===== config.mk =====
export PLATFORM = sky130hd
export DESIGN_NAME = div_16_16_seq
export DESIGN_NICKNAME = d
export VERILOG_FILES = /design/src/rtl/div_pkg.sv /design/src/rtl/div_step.sv /design/src/rtl/div_16_16_seq.sv
export SDC_FILE = /design/constraint.sdc
export NUM_CORES = 1
export LEC_CHECK = 0
export ABC_AREA = 1
export ABC_CLOCK_PERIOD_IN_PS = 2950
export CAP_MARGIN = 25
export CORE_UTILIZATION = 45
export DETAILED_ROUTE_END_ITERATION = 6
export PLACE_DENSITY = 0.67
export RECOVER_POWER = 25
export SYNTH_ARGS = -nofsm -noshare
export SYNTH_HDL_FRONTEND = slang
export SYNTH_HIERARCHICAL = 1
export SYNTH_SLANG_ARGS = --single-unit
export TNS_END_PERCENT = 20

===== constraint.sdc =====
create_clock -name clk -period 2.95 [get_ports clk]
set_input_delay 0.59 -clock clk [delete_from_list [all_inputs] [get_ports clk]]
set_output_delay 0.59 -clock clk [all_outputs]
set_load 0.02 [all_outputs]

===== src/rtl/div_pkg.sv =====
// Shared definitions for the sequential multiplier/divider family:
// default operand width, FSM state type and step-counter sizing.
package div_pkg;

  localparam int WIDTH_DEF = 16;

  // Counter wide enough to count WIDTH steps with headroom for the wrap.
  localparam int CNT_W = $clog2(WIDTH_DEF) + 1;

  typedef enum logic [1:0] {
    IDLE = 2'd0,
    BUSY = 2'd1,
    DONE = 2'd2
  } state_t;

  // Counter width for a non-default operand width.
  function automatic int cnt_width(input int w);
    return $clog2(w) + 1;
  endfunction

endpackage


===== src/rtl/div_step.sv =====
// One restoring shift-subtract step: shift the next dividend bit into the
// partial remainder, subtract the divisor if it fits, emit a quotient bit.
module div_step
  import div_pkg::*;
#(
  parameter int WIDTH = WIDTH_DEF
) (
  input  logic [WIDTH:0]   prem,
  input  logic             dbit,
  input  logic [WIDTH-1:0] divisor,
  output logic [WIDTH:0]   prem_next,
  output logic             q
);

  // One extra bit above the partial remainder so the trial subtraction
  // never loses its carry.
  logic [WIDTH+1:0] shifted;
  logic [WIDTH+1:0] trial;

  assign shifted   = {prem, dbit};
  assign q         = (shifted >= {2'b00, divisor});
  assign trial     = shifted - {2'b00, divisor};
  // Restore (keep the shifted value) when the divisor does not fit.
  assign prem_next = (WIDTH+1)'(q ? trial : shifted);

endmodule


===== src/rtl/div_16_16_seq.sv =====
// Sequential unsigned divider: one quotient bit per clock, MSB first.
// IDLE latches operands on en, BUSY runs WIDTH steps, DONE pulses valid
// for one cycle. Divide-by-zero skips BUSY and reports all-ones / a.
module div_16_16_seq
  import div_pkg::*;
#(
  parameter int WIDTH = WIDTH_DEF
) (
  input  logic             clk,
  input  logic             rst_n,
  input  logic             en,
  input  logic [WIDTH-1:0] a,
  input  logic [WIDTH-1:0] b,
  output logic [WIDTH-1:0] out,
  output logic [WIDTH-1:0] rem,
  output logic             busy,
  output logic             valid,
  output logic             div_zero
);

  localparam int CW = cnt_width(WIDTH);

  state_t           state_reg;
  logic [CW-1:0]    cnt_reg;
  logic [WIDTH-1:0] work_reg;     // dividend bits shift out, quotient bits shift in
  logic [WIDTH-1:0] divisor_reg;
  logic [WIDTH:0]   prem_reg;
  logic [WIDTH-1:0] out_reg;
  logic [WIDTH-1:0] rem_reg;
  logic             busy_reg;
  logic             valid_reg;
  logic             div_zero_reg;

  logic [WIDTH:0]   prem_next;
  logic             q_bit;

  div_step #(.WIDTH(WIDTH)) u_step (
    .prem      (prem_reg),
    .dbit      (work_reg[WIDTH-1]),
    .divisor   (divisor_reg),
    .prem_next (prem_next),
    .q         (q_bit)
  );

  // FSM, step counter, datapath registers and registered outputs.
  always_ff @(posedge clk or negedge rst_n) begin
    if (!rst_n) begin
      state_reg    <= IDLE;
      cnt_reg      <= '0;
      work_reg     <= '0;
      divisor_reg  <= '0;
      prem_reg     <= '0;
      out_reg      <= '0;
      rem_reg      <= '0;
      busy_reg     <= 1'b0;
      valid_reg    <= 1'b0;
      div_zero_reg <= 1'b0;
    end else begin
      valid_reg <= 1'b0;
      case (state_reg)
        IDLE: begin
          if (en) begin
            work_reg    <= a;
            divisor_reg <= b;
            prem_reg    <= '0;
            cnt_reg     <= '0;
            busy_reg    <= 1'b1;
            if (b == '0) begin
              // No steps to run: the result is defined directly.
              out_reg      <= '1;
              rem_reg      <= a;
              div_zero_reg <= 1'b1;
              valid_reg    <= 1'b1;
              state_reg    <= DONE;
            end else begin
              state_reg <= BUSY;
            end
          end
        end
        BUSY: begin
          prem_reg <= prem_next;
          work_reg <= {work_reg[WIDTH-2:0], q_bit};
          if (cnt_reg == CW'(WIDTH - 1)) begin
            // Last step: publish its outcome directly, not the stale register.
            cnt_reg      <= '0;
            out_reg      <= {work_reg[WIDTH-2:0], q_bit};
            rem_reg      <= prem_next[WIDTH-1:0];
            div_zero_reg <= 1'b0;
            valid_reg    <= 1'b1;
            state_reg    <= DONE;
          end else begin
            cnt_reg <= cnt_reg + 1'b1;
          end
        end
        DONE: begin
          busy_reg  <= 1'b0;
          state_reg <= IDLE;
        end
        default: begin
          busy_reg  <= 1'b0;
          state_reg <= IDLE;
        end
      endcase
    end
  end

  assign out      = out_reg;
  assign rem      = rem_reg;
  assign busy     = busy_reg;
  assign valid    = valid_reg;
  assign div_zero = div_zero_reg;

endmodule


**Yosys cells after proc, flatten, opt, wreduce, memory -nomap -nowiden**

Cells that the tools add are included.
Widths: inputs -> output; s select.

- Bits in latches: 0
- Flip-flop bits (word level): 91
- Memory bits (writable): 0
- Memories kept: 0
- Bits in read-only memories: 0
- Output and inout bits: 35

- Mux-type cells: 30
- Divide/modulo/power cells: 0
- Magnitude comparators: 1
- Shift-type cells: 0
- Multipliers: 0
- $add $sub $neg: 2
- Equal/unequal tests: 5
- Reductions and logical operators: 8
- Bitwise logic cells: 1

Operator list:

| cell | count |
|---|---|
| $mux 16 | 7 |
| $pmux 16 s2 | 3 |
| $mux 17 | 2 |
| $pmux 17 s2 | 1 |
| $ge 18x16->1 | 1 |
| $sub 17x16->17 | 1 |
| $logic_not 16->1 | 1 |
| $mux 5 | 2 |
| $pmux 5 s2 | 1 |
| $reduce_and 2->1 | 4 |
| $mux 1 | 7 |
| $mux 2 | 3 |
| $ne 2x2->1 const B | 3 |
| $pmux 1 s2 | 3 |
| $add 5x1->5 const B | 1 |
| $eq 5x4->1 const B | 1 |
| $pmux 2 s2 | 1 |
| $reduce_and 4->1 | 1 |
| $eq 2x1->1 const B | 1 |
| $logic_not 2->1 | 1 |
| $reduce_bool 2->1 | 1 |
| $not 1->1 | 1 |

**Logic depth before layout (Yosys ltp)**

Gate-level depths: netlist (run 1).

- Depth after elaboration: 4
- Gate-level depth with buffers: 17

**By module**

Netlist (run 1), hierarchy kept.

By module, submodules not included:

| module | seq. area each (um^2) | cells an instance | area an instance (um^2) | instances |
|---|---|---|---|---|
| div_16_16_seq | 2277.2 | 484 | 4033.9 | 1 |
| div_step | 0.0 | 292 | 1507.7 | 1 |

**Worst setup path after synthesis (run 1)**

Ideal clock, no wire load.

- Path type: register to register
- From: register work_reg[15]
- To: register rem_reg[4], in the netlist rem[4]
- Path buffers: 1
- Stages on the path, launching flop included: 16
- Arrival: 1959 ps
- Path slack: 873 ps
- Data required time: 2833 ps
- Setup time: 117 ps
- Clock period less this slack: 2077 ps
- Path through: dfrtp_1 inv_1 ha_1 inv_1 fa_1 nand3_1 nand3_2 nand2_4 nand3_4 buf_12 nand2_2 nand2_2 inv_1 o21ai_1 nand3_1 nand2_1

- Longest elaborated chain between the ends: 4
- Elaborated cells between the ends (all ways): 5

RTL lines:

| item | line | text |
|---|---|---|
| start, declared | div_16_16_seq.sv:25 | `logic [WIDTH-1:0] work_reg;` |
| start signal, assigned | div_16_16_seq.sv:82 | `work_reg <= {work_reg[WIDTH-2:0], q_bit};` |
| $ge 18x16->1 | div_step.sv:21 | `assign q = (shifted >= {2'b00, divisor});` |
| via q_bit | div_16_16_seq.sv:35 | `logic q_bit;` |
| $mux 17 | div_step.sv:24 | `assign prem_next = (WIDTH+1)'(q ? trial : shifted);` |
| via prem_next[4] | div_16_16_seq.sv:34 | `logic [WIDTH:0] prem_next;` |
| $mux 16 | div_16_16_seq.sv:83 | `if (cnt_reg == CW'(WIDTH - 1)) begin` |
| $pmux 16 s2 | div_16_16_seq.sv:60 | `case (state_reg)` |
| end signal, assigned | div_16_16_seq.sv:87 | `rem_reg <= prem_next[WIDTH-1:0];` |
| end, declared | div_16_16_seq.sv:29 | `logic [WIDTH-1:0] rem_reg;` |

The timed path passes the listed nets, and every way through them passes these cells. The select of a mux whose other input is x is not followed.
A chain may end at the register's enable or synchronous reset.

**Final worst setup path (run 1)**

- From: register work_reg[15]
- To: register rem_reg[13], in the netlist rem[13]

The elaborated chain is that of the path after synthesis.

==> qor.yml, run 1 <==
logic_synthesis:
  post_synthesis_cells: 776
  yosysMostFrequentCell: "sky130_fd_sc_hd__nand2_1"
  synth.top_cell.area_share: 0.411
  proportion_of_synthesized_flip_flops_having_asynchronous_set_or_reset: 1.00
  postSynthRegisterBits: 91
  post_synthesis_sequential_area_ratio: 0.411
  yosysWarnings: 6
  post_synth_num_cell_types: 35
  synth_area_leader_cell: "sky130_fd_sc_hd__dfrtp_1"
  synth_fp_nets: 829
  synth_area_per_cell_um2: 7.14
  synth_flop_cell: "sky130_fd_sc_hd__dfrtp_1"
  ranking_of_synthesized_cells_by_area: "sky130_fd_sc_hd__dfrtp_1 41%, sky130_fd_sc_hd__nand2_1 18%, sky130_fd_sc_hd__nand3_1 8.9%"
  synthesis.area_um2: 5540
  synthTopCellsByCount: "265 x sky130_fd_sc_hd__nand2_1, 100 x sky130_fd_sc_hd__inv_1, 99 x sky130_fd_sc_hd__nand3_1, 91 x sky130_fd_sc_hd__dfrtp_1, 35 x sky130_fd_sc_hd__o21ai_0"
  synth-edff-count: 0
sta:
  post-route-period-util: 0.855
  finalWorstPathRequiredPeriod_ps: 2520
  tightestPinTransition_ps: 1740
  fin_ws_ps: 427
  final.setup.tns_ps: 0
  hold_viol: 0
  max_clock_skew_ps: 11.9
  maxSlewHeadroom: -0.161
  setup_viol: 0
  max_clock_freq_ghz: 0.396
  grt_setup_unrepaired: "false"
  maxSlewViolCount: 29
  worst_hold_slack_ps: 480
routing:
  postRouteAntennaNets: 0
  wire_per_inst_um: 15.0
  via_per_inst: 5.27
  drt-pass1-iter-count: 5
  drt_wl_total_um: 14800
  drt_drc_violations_left: 0
  drt_iter0_markers: 445
  dr_total_vias: 5201
global_route:
  first_global_vias: 4893
  wire_length_of_the_first_global_routing_pass_um: 24600
  overflow: 0
  grtUsageTotal: 0.245
  initial_antenna_violation_count: 0
  grt_max_degree: 63
power_and_ir_drop:
  cell_internal_power_uw: 4500
  register_share_of_total_power: 0.235
  share_comb_of_total_power: 0.619
  power.net_switching_uw: 4440
  power_frac_clock: 0.146
  static-leakage-power_uw: 0.00346
  pwr_density_cell_nw_per_um2: 1340
  vdd_drop_max_uv: 625
  switching_power_as_a_share_of_total_power: 0.497
clock_network:
  cts-hold-fix-buffers: 0
  cts-buffers-inserted: 9
  cts-root-to-sink-buffers: 2
  cts_tree: "built"
  clkSinkCount: 91
  ctsResizeCount: 0
  clock_tree.htree_level_count: 3
  post_cts_buffers: 0
  clkTransAtPathRegs_ps: 80
  cts-root-buf: "sky130_fd_sc_hd__clkbuf_16"
  clock_insertion_delay_worst_skew_ps: 350
finish:
  drive_above_1_share: 0.0786
  final.fill_count: 1177
  ant_diodes: 0
  nets: 888
  synth_to_final_area_change_pct: 20.8
  largest_register_ffs: 17
job:
  drv_cap: 1
floorplan:
  rows: 40
  core_area_um2: 12000
  die_area_um2: 12800
  die_width_um: 113
  die_height_um: 113
  pin_count: 70
  initial_util: 0.461
worst_setup_path:
  worst-path-max-fanout: 18
  crit-reg2reg-launch: "work_reg[15]"
  worstSetupPathType: "reg -> reg"
  rrSetupSlack_ps: 430
  cp-end-kind: "flop"
  worst_r2r_path_depth: 14
  critical_path.startpoint_type: "flop"
  reg2reg_to: "rem[13]"
  crit_arrival_ps: 2760
  cp_data_required_time_ps: 3190
hold_path:
  hold_path.class: "reg -> reg"
  min_to: "divisor_reg[15]"
  hold_path_startpoint: "divisor_reg[15]"
  worstHoldPathCells: 2
placed_design:
  place_congestion: 0.908
  dpl_worst_slack_ps: 458
  place.detailed.hpwl_um: 10800
  port_buffers: 69
status:
  outcome: "finished with violations"
  failed_checks: "max-capacitance violations, max-slew violations"
[placed cells by master, fill, tap and decap left out, drive strengths merged, types with 2 or more instances in the layout]
cell / synthesis / final
clkbuf: 14 / 10
a21oi: 10 / 10
xor2: 8 / 8
nand4: 21 / 21
bufinv: 0 / 2
nand2: 285 / 285
o21ai: 64 / 64
dfrtp: 91 / 91
ha: 17 / 17
nor3: 4 / 4
buf: 21 / 14
inv: 105 / 109
clkdlybuf4s50: 0 / 68
and2: 2 / 2
nand3: 102 / 102
nor2: 27 / 27
[layer usage]
| layer | global-route usage | vias to the layer above | share of wire |
|---|---|---|---|
| met5 | 0 | - | 0 |
| met4 | 0.0693 | 0 | 0.014 |
| met3 | 0.0370 | 16 | 0.039 |
| met2 | 0.398 | 133 | 0.48 |
| met1 | 0.342 | 2471 | 0.47 |
| li1 | - | 2581 | - |
[how the worst max path moves through the flow]
stage | from | endpoint | slack [ps] | cells after the start
after global routing | work_reg[15] | rem[14] | 220 | 14
after detailed placement | work_reg[15] | rem[13] | 460 | 14
final | work_reg[15] | rem[13] | 430 | 14
after CTS | work_reg[15] | rem[13] | 440 | 14
after global placement | work_reg[15] | rem[13] | 540 | 14
after floorplan | work_reg[15] | rem[4] | 870 | 15
[cell families (layout without fill, tap and decap cells)]
logic type | count (synthesis) | in the layout | synth area share
adder cells (fa/ha/maj) | 18 | 18 | 0.0420
XOR/XNOR | 8 | 8 | 0.0126
flip-flops | 91 | 91 | 0.411
AO/OA/AOI/OAI | 77 | 77 | 0.0725
AND/OR/NAND/NOR | 442 | 442 | 0.357
buffers and inverters | 140 | 204 | 0.105
[critical path, cell delays in order (launching register included)]
cell,delay (ps)
sky130_fd_sc_hd__dfrtp_1,410
sky130_fd_sc_hd__inv_1,70
sky130_fd_sc_hd__ha_1,130
sky130_fd_sc_hd__inv_1,60
sky130_fd_sc_hd__fa_1,440
sky130_fd_sc_hd__nand3_1,200
sky130_fd_sc_hd__nand3_2,130
sky130_fd_sc_hd__nand2_4,190
sky130_fd_sc_hd__nand3_4,260
sky130_fd_sc_hd__nand2_1,140
sky130_fd_sc_hd__nand2_1,50
sky130_fd_sc_hd__inv_1,100
sky130_fd_sc_hd__o21ai_1,80
sky130_fd_sc_hd__nand3_1,80
sky130_fd_sc_hd__nand2_1,50
[power by group through the flow]
stage / clock network [uW] / logic (uW) / registers (uW)
floorplan: 0 / 3950 / 2200
global placement: 0 / 5430 / 2100
detailed placement: 0 / 5480 / 2120
CTS: 1300 / 5530 / 2100
global route: 1360 / 6250 / 2160
finish: 1300 / 5540 / 2100
[metrics by stage]
stage	cell area, um^2	util	power (uW)	instances
after CTS	6700	0.558	8940	987
after global routing	6700	0.557	9760	987
final	6700	0.557	8940	987
after global placement	6370	0.530	7530	971
after detailed placement	6370	0.530	7600	971
after floorplan	5540	-	6150	776
[area by class of cell]
| class | count | area (um^2) | share of cell area |
|---|---|---|---|
| Tap cell | 147 | 184 | 0.0275 |
| Clock buffer | 9 | 225 | 0.0336 |
| Clock inverter | 7 | 105 | 0.0157 |
| Timing Repair Buffer | 83 | 827 | 0.124 |
| Sequential cell | 91 | 2280 | 0.340 |
| Inverter | 105 | 394 | 0.0589 |
| Multi-Input combinational cell | 545 | 2680 | 0.401 |
Power figures use the tool's default switching activity.
==> inputs of run 2 (changes only) <==
--- a/config.mk
+++ b/config.mk
@@ -10,2 +10,3 @@
 export CAP_MARGIN = 25
+export CORE_ASPECT_RATIO = 1.25
 export CORE_UTILIZATION = 45
==> constraint.sdc (replaced) <==
create_clock -name clk -period 2.95 [get_ports clk]
set_input_delay 0.295 -clock clk [delete_from_list [all_inputs] [get_ports clk]]
set_output_delay 0.295 -clock clk [all_outputs]
set_load 0.02 [all_outputs]
==> run 2 against run 1 <==
The run still ends with max-capacitance violations, max-slew violations left. First-iteration DRC count down 30%. Sequential power barely moved. Critical path depth is the same. Register-to-register slack lost 70 ps. Critical endpoint unchanged. Largest cell class unchanged.
==> qor.yml, run 2 (synthesis results as in run 1) <==
status:
  outcome: "finished with violations"
  failed_checks: "max-capacitance violations, max-slew violations"
routing:
  drt_wl_total_um: 14900  # +0.72%
  drt_drc_violations_left: 0  # unchanged
  wire_per_inst_um: 15.0  # -0.39%
  drt_iter0_markers: 311  # -30%
  drt-pass1-iter-count: 5  # unchanged
  via_per_inst: 5.25  # -0.40%
  postRouteAntennaNets: 0  # unchanged
  dr_total_vias: 5238  # +0.71%
finish:
  synth_to_final_area_change_pct: 20.0
  ant_diodes: 0  # unchanged
  layout.cells.most_common: "sky130_fd_sc_hd__nand2_1"
  mostFrequentLayoutCells: "265 x sky130_fd_sc_hd__nand2_1, 100 x sky130_fd_sc_hd__inv_1, 99 x sky130_fd_sc_hd__nand3_1, 91 x sky130_fd_sc_hd__dfrtp_1, 68 x sky130_fd_sc_hd__clkdlybuf4s50_1"
  design_area_um2: 6650  # -0.71%
  nets: 885  # -0.34%
  largest_register_ffs: 17  # unchanged
  drive_above_1_share: 0.0765  # -0.00211
global_route:
  first_global_vias: 5031  # +2.8%
  wire_length_of_the_first_global_routing_pass_um: 24900  # +0.98%
  grtUsageTotal: 0.251  # +0.00557
  overflow: 0  # unchanged
  initial_antenna_violation_count: 0  # unchanged
  grt_max_degree: 65  # +3.2%
worst_setup_path:
  worst-path-max-fanout: 18  # unchanged
  timing.critical_path.slowest_cell_delay_ps: 460  # +20 ps
  cp_data_required_time_ps: 3190  # about the same
  worstSetupPathType: "reg -> reg"
  cp-end-kind: "flop"
  critical_path.startpoint_type: "flop"
  crit_path_cell_trace: "inv_1 > ha_1 > inv_1 > fa_1 > nand3_1 > nand3_2 > nand2_4 > nand3_4 > nand2_1 > nand2_1 > inv_1 > o21ai_1 > nand3_1 > nand2_1"
  timing.critical_path.buf_inv: 3  # unchanged
  worst_r2r_path_depth: 14  # unchanged
  timing.critical_path.max_delay_family: "simple AND/OR/NAND/NOR gates"
  total_number_of_cells_along_the_worst_setup_path: 14  # unchanged
  crit_arrival_ps: 2830  # +70 ps
  critPathSlowestCell: "sky130_fd_sc_hd__fa_1"
placed_design:
  place.detailed.hpwl_um: 10800  # about the same
  placed_area_um2: 6340  # -0.47%
  place_congestion: 0.876  # -3.6%
  port_buffers: 69  # unchanged
clock_network:
  clkSinkCount: 91  # unchanged
  ctsResizeCount: 0  # unchanged
  clock_insertion_delay_worst_skew_ps: 340  # about the same
  post_cts_buffers: 0  # unchanged
  cts_tree: "built"
  cts-root-to-sink-buffers: 2  # unchanged
  cts-hold-fix-buffers: 0  # unchanged
  clock_tree.htree_level_count: 3  # unchanged
  clkTransAtPathRegs_ps: 70  # about the same
  cts-buffers-inserted: 9  # unchanged
  cts-root-buf: "sky130_fd_sc_hd__clkbuf_16"
floorplan:
  die_height_um: 126  # +12%
  die_area_um2: 12800  # about the same
  initial_util: 0.470  # +0.00902
  core_area_um2: 11800  # -1.9%
  pin_count: 70  # unchanged
  rows: 44  # +10%
  die_width_um: 101  # -10%
sta:
  maxSlewViolCount: 65  # +120%
  worst_hold_slack_ps: 338  # -141 ps
  post-route-period-util: 0.879  # +0.0232
  max_clock_freq_ghz: 0.386  # -2.6%
  max_clock_skew_ps: 6.76  # -5.16 ps
  maxSlewHeadroom: -0.0795  # +0.0811
  tightestPinTransition_ps: 1620  # -122 ps
  final.setup.tns_ps: 0  # unchanged
  finalWorstPathRequiredPeriod_ps: 2590  # +68.5 ps
  hold_viol: 0  # unchanged
  grt_setup_unrepaired: "false"
  setup_viol: 0  # unchanged
power_and_ir_drop:
  vdd_drop_max_uv: 550  # -12%
  static-leakage-power_uw: 0.00343  # -0.82%
  pwr_density_cell_nw_per_um2: 1330  # about the same
hold_path:
  hold_path.class: "in -> async"
job:
  drv_cap: 1  # unchanged
## run 2: cell count changes in the layout (fill, tap and decap cells not counted)
cell                        before  now
sky130_fd_sc_hd__buf_12          3    1
sky130_fd_sc_hd__clkinv_4        0    2
sky130_fd_sc_hd__buf_4          11   10
sky130_fd_sc_hd__bufinv_16       2    1
sky130_fd_sc_hd__clkbuf_1        1    0
sky130_fd_sc_hd__clkbuf_2        0    1
sky130_fd_sc_hd__clkbuf_8        0    1
sky130_fd_sc_hd__inv_6           2    1
sky130_fd_sc_hd__inv_8           2    1
## run 2: through the flow
step                std cells  utilization  power (uW)  setup slack [ps]
detailed placement        982        0.538        7590               420
global placement          982        0.538        7520               491
finish                    998        0.564        8870               358
CTS                       998        0.564        8870               391
global route              998        0.564        9660               138
floorplan                 776            -        6150               873
## run 2: worst paths after layout
path / start / slack (ps) / to
max in group asynchronous: rst_n / 1570 / prem_reg[16]
hold reg to reg: divisor_reg[13] / 480 / divisor_reg[13]
setup / recovery: work_reg[15] / 360 / rem[13]
setup reg to reg: work_reg[15] / 360 / rem[13]
min in group clk: divisor_reg[13] / 480 / divisor_reg[13]
hold / removal: rst_n / 340 / out[2]
## run 2: layer usage
layer,track usage,vias to the layer above,share of wire
met5,0,-,0
met4,0.105,0,0.036
met3,0.0438,30,0.047
met2,0.413,132,0.49
met1,0.323,2492,0.43
li1,-,2584,-
## run 2: worst reg2reg max path, cell delays in order, from the launching register on
cell and delay (ps):
sky130_fd_sc_hd__dfrtp_1 400, sky130_fd_sc_hd__inv_1 70, sky130_fd_sc_hd__ha_1 140, sky130_fd_sc_hd__inv_1 70, sky130_fd_sc_hd__fa_1 460, sky130_fd_sc_hd__nand3_1 180, sky130_fd_sc_hd__nand3_2 120, sky130_fd_sc_hd__nand2_4 190
sky130_fd_sc_hd__nand3_4 270, sky130_fd_sc_hd__nand2_1 150, sky130_fd_sc_hd__nand2_1 60, sky130_fd_sc_hd__inv_1 120, sky130_fd_sc_hd__o21ai_1 100, sky130_fd_sc_hd__nand3_1 110, sky130_fd_sc_hd__nand2_1 50
## run 2: power by group
group | total [uW] | internal, uW | switching (uW)
clock | 1210 | 691 | 521
sequential | 2100 | 1770 | 326
combinational | 5560 | 1950 | 3610
## run 2: layout make-up
class,count,area [um^2]
repair buffers,80,781
fillers,1175,5130
clock inverters,6,72.6
flip-flops and latches,91,2280
inverters,105,394
multi-input cells,545,2680
clock buffers,10,239
well taps,161,201
==> inputs of run 3 (changes only) <==
Settings changed: ABC_CLOCK_PERIOD_IN_PS 2950 to 3300, MAX_ROUTING_LAYER set to met4.
Clock period 2.95 ns to 3.3 ns, I/O delays scaled along.
==> run 3 against run 2 <==
The flow still finishes with violations (max-capacitance violations, max-slew violations). Sequential share of layout area increased by 0.28 points. Combinational power decreased by 13%. Cell count decreased by 0.10%. Clock-buffer cell count unchanged. Via count decreased by 1.7%. Critical path type is now in -> async. Largest power group unchanged. Highest routed layer unchanged.
==> qor.yml, run 3 (synthesis results as in run 1) <==
placed_design:
  place_congestion: 0.929  # +6.1%
  port_buffers: 69  # unchanged
  place.detailed.hpwl_um: 10600  # -1.9%
worst_setup_path:
  critical_path.startpoint_type: "input port"
  crit-reg2reg-launch: "work_reg[15]"
  timing.critical_path.max_delay_family: "buffers and inverters"
  reg2reg_to: "rem[7]"
  worst-path-max-fanout: 38  # +20
  timing.critical_path.buf_inv: 3  # unchanged
  worstSetupPathType: "in -> async"
  cp_data_required_time_ps: 3780  # +590 ps
  crit_arrival_ps: 2980  # +150 ps
  rrSetupSlack_ps: 820  # +460 ps
  cp-end-kind: "async pin"
  critPathSlowestCell: "sky130_fd_sc_hd__clkbuf_1"
  crit_path_cell_trace: "dlygate4sd3_1 > clkbuf_1 > buf_4"
  timing.critical_path.slowest_cell_delay_ps: 1530  # +1070 ps
  worst_r2r_path_depth: 14  # unchanged
routing:
  drt-pass1-iter-count: 5  # unchanged
  drt_wl_total_um: 14600  # -2.5%
  wire_per_inst_um: 14.6  # -2.4%
  drt_iter0_markers: 327  # +5.1%
  dr_total_vias: 5151  # -1.7%
  postRouteAntennaNets: 0  # unchanged
  via_per_inst: 5.17  # -1.6%
  drt_drc_violations_left: 0  # unchanged
finish:
  mostFrequentLayoutCells: "265 x sky130_fd_sc_hd__nand2_1, 100 x sky130_fd_sc_hd__inv_1, 99 x sky130_fd_sc_hd__nand3_1, 91 x sky130_fd_sc_hd__dfrtp_1, 68 x sky130_fd_sc_hd__clkdlybuf4s50_1"
  ant_diodes: 0  # unchanged
  drive_above_1_share: 0.0718  # -0.00469
  largest_register_ffs: 17  # unchanged
  layout.cells.most_common: "sky130_fd_sc_hd__nand2_1"
  synth_to_final_area_change_pct: 19.0
  final.fill_count: 1177  # +0.17%
  nets: 884  # -0.11%
sta:
  finalWorstPathRequiredPeriod_ps: 2500
  post-route-period-util: 0.758
  final.setup.tns_ps: 0  # unchanged
  maxSlewHeadroom: -0.437  # -0.357
  hold_viol: 0  # unchanged
  maxSlewViolCount: 39  # -40%
  tightestPinTransition_ps: 2160  # +536 ps
  worst_hold_slack_ps: 475  # +137 ps
  max_clock_freq_ghz: 0.400
  grt_setup_unrepaired: "false"
  max_clock_skew_ps: 9.43  # +2.67 ps
  setup_viol: 0  # unchanged
global_route:
  wire_length_of_the_first_global_routing_pass_um: 24800  # -0.33%
  overflow: 0  # unchanged
  first_global_vias: 5076  # +0.89%
  initial_antenna_violation_count: 0  # unchanged
  grtUsageTotal: 0.256  # +0.00541
  grt_max_degree: 50  # -23%
hold_path:
  worstHoldPathCells: 2
  hold_path_startpoint: "divisor_reg[11]"
  min_to: "divisor_reg[11]"
  hold_path.class: "reg -> reg"
floorplan:
  die_area_um2: 12800  # unchanged
  rows: 44  # unchanged
  pin_count: 70  # unchanged
  initial_util: 0.470  # unchanged
  core_area_um2: 11800  # unchanged
  die_height_um: 126  # unchanged
  die_width_um: 101  # unchanged
clock_network:
  clkSinkCount: 91  # unchanged
  clock_insertion_delay_worst_skew_ps: 340  # about the same
  cts-root-to-sink-buffers: 2  # unchanged
  cts_tree: "built"
  cts-root-buf: "sky130_fd_sc_hd__clkbuf_16"
  clkTransAtPathRegs_ps: 70  # about the same
  clock_tree.htree_level_count: 3  # unchanged
  cts-buffers-inserted: 9  # unchanged
  ctsResizeCount: 0  # unchanged
power_and_ir_drop:
  pwr_density_cell_nw_per_um2: 1170  # -12%
  vdd_drop_max_uv: 465  # -15%
  static-leakage-power_uw: 0.00340  # -0.83%
job:
  drv_cap: 1  # unchanged
status:
  failed_checks: "max-capacitance violations, max-slew violations"
  outcome: "finished with violations"
## run 3: worst min-delay path: stages, from the launching register on
cell	delay (ps)
sky130_fd_sc_hd__dfrtp_1	340
sky130_fd_sc_hd__nand2_1	50
sky130_fd_sc_hd__nand2_1	50
## run 3: worst max path at each step
stage / start / to / slack [ps] / cells after the start
after floorplan: work_reg[15] / rem[4] / 1220 / 15
after global placement: en / rem[7] / 660 / 7
after detailed placement: en / rem[7] / 590 / 7
final: rst_n / prem_reg[7] / 800 / 3
after CTS: work_reg[15] / rem[10] / 810 / 14
after global routing: rst_n / prem_reg[8] / 370 / 3
## run 3: through the flow
step                instance area, um^2  total power (uW)  setup slack (ps)  std cells  utilization
global route                       6590              8500               370        997        0.560
CTS                                6600              7750               813        997        0.560
detailed placement                 6310              6710               589        980        0.536
global placement                   6310              6650               657        980        0.536
floorplan                          5540              5490              1220        776            -
finish                             6590              7740               797        997        0.560
## run 3: report_power, final
part / leakage [uW] / internal [uW] / switching [uW]
Clock: 0.000140 / 522 / 454
Sequential: 0.00104 / 1580 / 314
Combinational: 0.00222 / 1720 / 3140
## run 3: area by class of cell
cell class                      instances  area [um^2]  area share
Multi-Input combinational cell        545         2680       0.407
Inverter                              105          394      0.0598
Clock buffer                           10          229      0.0347
Timing Repair Buffer                   79          762       0.116
Sequential cell                        91         2280       0.345
Clock inverter                          6         47.5     0.00721
Tap cell                              161          201      0.0306
## run 3: timing repair
item	CTS	global route
buffers inserted	0	0
hold buffers	1	0
hold endpoints to repair	36	0
## run 3: per-layer routing
metal  up-vias  wire length, um  track usage
li1       2572                -            -
met4         0              457       0.0921
met5         -                0            -
met2       126             7020        0.406
met3        31              542       0.0383
met1      2422             6530        0.331
